## config.mk

```make
export PLATFORM = sky130hd
export DESIGN_NAME = cmp_pipe_nbit
export DESIGN_NICKNAME = d
export VERILOG_FILES = /design/src/rtl/cmp_pipe_nbit.sv
export SDC_FILE = /design/constraint.sdc
export NUM_CORES = 1
export LEC_CHECK = 0
export CAP_MARGIN = 5
export CORE_ASPECT_RATIO = 0.9
export CORE_MARGIN = 5
export CORE_UTILIZATION = 45
export DETAILED_ROUTE_END_ITERATION = 10
export GPL_TIMING_DRIVEN = 0
export PLACE_DENSITY = 0.79
export SLEW_MARGIN = 10
export SYNTH_ARGS = -nofsm -noshare
export SYNTH_HDL_FRONTEND = slang
export SYNTH_SLANG_ARGS = --single-unit
```

## constraint.sdc

```tcl
create_clock -name clk -period 6.8 [get_ports clk]
set_input_delay 0.68 -clock clk [delete_from_list [all_inputs] [get_ports clk]]
set_output_delay 0.68 -clock clk [all_outputs]
set_load 0.01 [all_outputs]
```

## src/rtl/cmp_pipe_nbit.sv

```systemverilog
// Pipelined WIDTH-bit magnitude comparator with an equality tolerance window,
// a two-stage valid/ready pipeline and saturating per-outcome event counters.
module cmp_pipe_nbit #(
  parameter int WIDTH   = 8,
  parameter int COUNT_W = 16
) (
  input  logic               clk,
  input  logic               rst,
  input  logic [WIDTH-1:0]   ain,
  input  logic [WIDTH-1:0]   bin,
  input  logic               signed_mode,
  input  logic [WIDTH-1:0]   tol,
  input  logic               in_valid,
  output logic               in_ready,
  output logic               out_valid,
  input  logic               out_ready,
  output logic               a_greater,
  output logic               a_b_equal,
  output logic               b_greater,
  output logic [WIDTH:0]     diff,
  input  logic               cnt_clr,
  output logic [COUNT_W-1:0] cnt_gt,
  output logic [COUNT_W-1:0] cnt_eq,
  output logic [COUNT_W-1:0] cnt_lt
);

  localparam int DW = WIDTH + 1;

  logic             s1_valid;
  logic [DW-1:0]    s1_a;
  logic [DW-1:0]    s1_b;
  logic [WIDTH-1:0] s1_tol;

  logic             s2_adv;
  logic             s1_adv;
  logic             out_hs;

  logic [DW-1:0]    a_ext;
  logic [DW-1:0]    b_ext;
  logic [DW-1:0]    s1_d;
  logic [DW-1:0]    s1_d_neg;
  logic [WIDTH-1:0] s1_mag;
  logic             s1_eq;
  logic             s1_gt;
  logic             s1_lt;

  // Flow control: a stage may load when it is empty or its contents leave.
  assign s2_adv   = !out_valid || out_ready;
  assign s1_adv   = !s1_valid || s2_adv;
  assign in_ready = s1_adv;
  assign out_hs   = out_valid && out_ready;

  // The mode bit is folded into the extension at capture time, so each beat
  // carries its own signedness into the subtraction.
  assign a_ext = {signed_mode & ain[WIDTH-1], ain};
  assign b_ext = {signed_mode & bin[WIDTH-1], bin};

  // NOTE: sequential state uses non-blocking assignments so every register
  // samples pre-edge values and the pipeline stages do not race each other.
  always_ff @(posedge clk or posedge rst) begin
    if (rst) begin
      s1_valid <= 1'b0;
      s1_a     <= '0;
      s1_b     <= '0;
      s1_tol   <= '0;
    end else if (s1_adv) begin
      s1_valid <= in_valid;
      if (in_valid) begin
        s1_a   <= a_ext;
        s1_b   <= b_ext;
        s1_tol <= tol;
      end
    end
  end

  // Both operands fit in WIDTH+1 bits after extension, so the difference
  // cannot overflow and |d| always fits back into WIDTH bits.
  assign s1_d     = s1_a - s1_b;
  assign s1_d_neg = '0 - s1_d;

  // NOTE: every signal assigned in always_comb gets a default first, so no
  // path through the block can leave it unassigned and infer a latch.
  always_comb begin
    s1_mag = s1_d[WIDTH-1:0];
    if (s1_d[DW-1]) begin
      s1_mag = s1_d_neg[WIDTH-1:0];
    end
  end

  // d == 0 always lands in the equal bucket, so outside the window the sign
  // bit alone separates A > B from B > A.
  assign s1_eq = (s1_mag <= s1_tol);
  assign s1_gt = !s1_eq && !s1_d[DW-1];
  assign s1_lt = !s1_eq &&  s1_d[DW-1];

  always_ff @(posedge clk or posedge rst) begin
    if (rst) begin
      out_valid <= 1'b0;
      a_greater <= 1'b0;
      a_b_equal <= 1'b0;
      b_greater <= 1'b0;
      diff      <= '0;
    end else if (s2_adv) begin
      out_valid <= s1_valid;
      if (s1_valid) begin
        a_greater <= s1_gt;
        a_b_equal <= s1_eq;
        b_greater <= s1_lt;
        diff      <= s1_d;
      end
    end
  end

  // Clear has priority over a coincident handshake; counts stick at all-ones.
  always_ff @(posedge clk or posedge rst) begin
    if (rst) begin
      cnt_gt <= '0;
      cnt_eq <= '0;
      cnt_lt <= '0;
    end else if (cnt_clr) begin
      cnt_gt <= '0;
      cnt_eq <= '0;
      cnt_lt <= '0;
    end else if (out_hs) begin
      if (a_greater && (cnt_gt != '1)) cnt_gt <= cnt_gt + 1'b1;
      if (a_b_equal && (cnt_eq != '1)) cnt_eq <= cnt_eq + 1'b1;
      if (b_greater && (cnt_lt != '1)) cnt_lt <= cnt_lt + 1'b1;
    end
  end

endmodule

```

After elaboration in Yosys (flattened, before gate mapping)
Cells that the tools add are included.
{"block": "classes", "add_sub_neg": 5, "magnitude_cmp": 1, "eq_ne": 3, "mux": 10, "bitwise": 2, "n_reduce_logical": 21}
{"op": "16-bit two-way mux", "n": 9}
{"op": "16-bit by 1-bit adder with 16-bit output (second input constant)", "n": 3}
{"op": "16-bit inequality test (second input constant)", "n": 3}
{"op": "2-bit AND reduction", "n": 5}
{"op": "9-bit subtractor", "n": 1}
{"op": "8-bit <= comparator", "n": 1}
{"op": "8-bit two-way mux", "n": 1}
{"op": "2-bit nonzero test", "n": 4}
{"op": "1-bit by 8-bit subtractor with 8-bit output (first input constant)", "n": 1}
{"op": "1-bit logical AND", "n": 6}
{"op": "1-bit logical NOT", "n": 4}
{"op": "1-bit AND", "n": 2}
{"op": "1-bit logical OR", "n": 2}
{"block": "word_totals", "reg_bits": 88, "inputBits": 30, "out_inout_bits": 62, "elab_cells": 54}

Depth between registers and ports, before layout
{"block": "depth", "ltp_word": 6, "ltp_mapped": 17, "ltp_nobuf": 16}

Least setup slack after synthesis
OpenSTA, ideal clock, no wires.
{"block": "synth_timing", "path_kind": "register to register", "start": "reg s1_a[0]", "end": "reg a_b_equal", "arrival_ps": 3097, "required_ps": 6675, "path_slack_ps": 3578, "stages_incl_launch_ff": 17, "cell_sequence": "dfrtp_1 inv_1 ha_1 fa_1 nand2b_1 a21o_1 a21o_1 a21oi_2 or2_4 a21oi_1 ha_1 nor2b_1 o21ai_0 nand2b_1 a21oi_1 o31a_1 mux2_2"}
{"block": "synth_via", "elab_chain_len": 4}
{"item": "start: declaration", "line_no": "30", "source": "logic [DW-1:0] s1_a;"}
{"item": "start signal: assignment", "line_no": "69", "source": "s1_a <= a_ext;"}
{"item": "9-bit subtractor (*)", "line_no": "78", "source": "assign s1_d = s1_a - s1_b;"}
{"item": "1-bit by 8-bit subtractor with 8-bit output", "line_no": "79", "source": "assign s1_d_neg = '0 - s1_d;"}
{"item": "8-bit two-way mux (*)", "line_no": "85", "source": "if (s1_d[DW-1]) begin"}
{"item": "8-bit <= comparator (*)", "line_no": "92", "source": "assign s1_eq = (s1_mag <= s1_tol);"}
{"item": "end signal: assignment", "line_no": "107", "source": "a_b_equal <= s1_eq;"}
{"item": "end: declaration", "line_no": "18", "source": "output logic a_b_equal,"}
Mark *: on every way between the ends. The rest lies on a longest branch, timed or not.
A chain may end at the register's enable or synchronous reset.

Worst setup path after layout
Ends and elaborated chain as after synthesis.

==> impl_results.md <==
* Initial Util at 0.460
* Status: completed
* Clock power frac at 0.317
* Net Switching at 0.532 mW
* Worst endpoint required time at 7.03 ns
* Die area at 12600 µm²
* FP Rows at 35
* Reg clk slew, reported paths at 0.06 ns
* Syn Nets at 497
* Post-route worst setup slack at 3.19 ns
* Setup crit end kind: register
* DR DRC count at 0
* #FFs+latches synth at 88
* Slew HR at 0.602
* Synth cell types at 57
* Core ar. at 10200 µm²
* Largest net degree at the start of global routing at 66
* Number of detailed-route iterations in the first pass at 4
* TritonCTS clock tree: done
* IO Count at 92
* Initial antenna violation count at 0
* Ant diodes at 0
* Setup Viol. Count Final at 0
* Pint at 1.20 mW
* Top cells by area, synth: dfrtp_1 (47%), xor2_1 (7.1%), mux2_2 (6.5%)
* Die Ht at 107 µm
* Yosys top cell by area: dfrtp_1
* Num CTS Buffers at 9
* Comb power frac at 0.324
* Max-Cap Viols at 0
* Hold-fix buffers, CTS at 0
* Min cycle time layout at 3.61 ns
* Worst skew pair latency at 0.35 ns
* Cts repair resizes at 0
* WL final at 10500 µm
* Worst slack at placement at 3.23 ns
* Sequential fraction of design power at 0.360
* Arrival time worst endpoint at 3.84 ns
* Leak at 2.64 nW
* Sw Share at 0.307
* Hold WS at 0.488 ns
* Vias at 3642
* Area growth syn-to-layout at 30.6%
* Clk buf depth at 2
* Max Clk Rate at 0.277 GHz
* Placer Congestion at 0.849
* Global-route wire length before repair at 18000 µm
* Main flop type after synthesis: dfrtp_1
* Port bufs at 91
* Asr flop ratio synth at 1.00
* 1st-iter DRT viols at 201
* RSZ-0062 raised after global routing: false
* Yosys warns at 0
* CTS Sinks at 88
* Pwr/cell area at 283 nW/µm²
* Post-synth top area share at 0.470
* Post-synth top cells: dfrtp_1 (88), nor2_1 (57), xor2_1 (38)
* Number of global-route vias before repair at 3743
* Avg Vias per Cell at 5.33
* Post-Synthesis Cells at 446
* Worst-Margin Slew at 0.593 ns
* Final Skew at 0.00839 ns
* Horiz. Die Dim at 118 µm
* Post-layout net count at 600
* Slew Viols, Final at 0
* CTS H-Tree Depth at 3
* Final period utilization at 0.531
* Setup CP Type: reg2reg
* Mapped Area at 4690 µm²
* TNS Setup at 0 ns
* Post-DP HPWL at 7950 µm
* ANT nets after route at 0
* VDD IR max at 0.210 mV
* Hold Vio Cnt, Final at 0
* Root buffer cell: clkbuf_16
* Avg Synthesized Cell Area at 10.5 µm²
* Top-count cell post-synth: dfrtp_1
* Post-synthesis sequential area ratio at 0.470
* Hold Path Class: reg2reg
* Crit Path Max Fanout at 9
* Grt ovf at 0
* Global-route usage over all layers at 0.176
* Routed wire per std cell at 15.4 µm
* # Post-CTS Setup Buffers at 0
* Startpoint types: register
* Number of synthesized flops with an enable pin at 0
* Layout cell share with drive strength beyond 1 at 0.121
per-stage QoR:
step	utilization	power (mW)	cells	instance area, µm²
finish	0.600	1.73	683	6120
detailed placement	0.568	1.19	667	5790
CTS	0.600	1.75	683	6120
floorplan	-	1.00	446	4690
global route	0.600	1.84	683	6120
global placement	0.565	1.17	666	5760
per-layer routing:
| metal | routed length [µm] | up-vias | global-route usage |
|---|---|---|---|
| li1 | - | 1761 | - |
| met1 | 4370 | 1753 | 0.208 |
| met2 | 5310 | 109 | 0.306 |
| met3 | 631 | 19 | 0.0575 |
| met4 | 201 | 0 | 0.0541 |
| met5 | 0 | - | 0 |
power by group through the flow:
stage | clock (mW) | combinational (mW) | sequential [mW]
detailed placement | 0 | 0.561 | 0.633
floorplan | 0 | 0.364 | 0.638
finish | 0.548 | 0.561 | 0.623
global route | 0.583 | 0.630 | 0.630
CTS | 0.558 | 0.570 | 0.624
global placement | 0 | 0.538 | 0.630
layout make-up:
class / count / area [µm²]
fill: 849 / 4080
clock buffer: 12 / 256
timing repair buffer: 92 / 938
clock inverter: 4 / 76.3
buffer: 11 / 52.6
inverter: 21 / 81.3
multi-input combinational: 326 / 2360
tap: 129 / 161
sequential: 88 / 2200
cell usage in the layout (no fill, tap or decap), types with 15 or more instances in the layout:
cell type        netlist  layout
nand3_1               17      17
xor2_1                38      38
ha_1                  20      20
xnor2_1               15      15
nand2_1               32      32
dfrtp_1               88      88
mux2_2                27      27
nor2_1                57      57
inv_1                 21      20
clkdlybuf4s50_1        0      91
logic make-up (layout without fill, tap and decap cells):
logic type / after synthesis / count (layout) / share of synthesized area
adders and majority gates: 21 / 21 / 0.0576
and+or+nand+nor: 170 / 170 / 0.190
muxes: 30 / 30 / 0.0712
AOI/OAI and AO/OA: 52 / 52 / 0.0848
xor gates and xnor gates: 53 / 53 / 0.0990
DFF: 88 / 88 / 0.470
buffers and inverters: 32 / 140 / 0.0280
final timing paths:
check,slack [ns],depth (start not counted),end,from
min,0.49,2,diff[2],diff[2]
max,3.19,16,a_b_equal,s1_a[0]
min reg2reg,0.49,2,diff[2],diff[2]
max reg2reg,3.19,16,a_b_equal,s1_a[0]
max in group asynchronous,5.53,3,cnt_lt[15],rst
min in group asynchronous,0.66,2,s1_a[4],rst
worst max-delay path: stages (launching register included):
cell and delay (ns):
dfrtp_1 0.35, inv_1 0.05, ha_1 0.23, fa_1 0.40, nand2b_1 0.19, a21o_1 0.21
a21o_1 0.20, a21oi_2 0.39, or2_4 0.22, a21oi_1 0.07, ha_1 0.29, nor2b_1 0.12
o21ai_0 0.08, nand2b_1 0.08, a21oi_1 0.07, o31a_1 0.29, mux2_2 0.27
sequential cells by signal, indices dropped and copies added, names as in the netlist:
name and flops:
cnt_eq 16, s1_a 9, cnt_gt 16, s1_valid 1, diff 9, s1_tol 8, b_greater 1, a_b_equal 1
s1_b 9, out_valid 1, a_greater 1, cnt_lt 16
(Power assumes the default switching activity.)
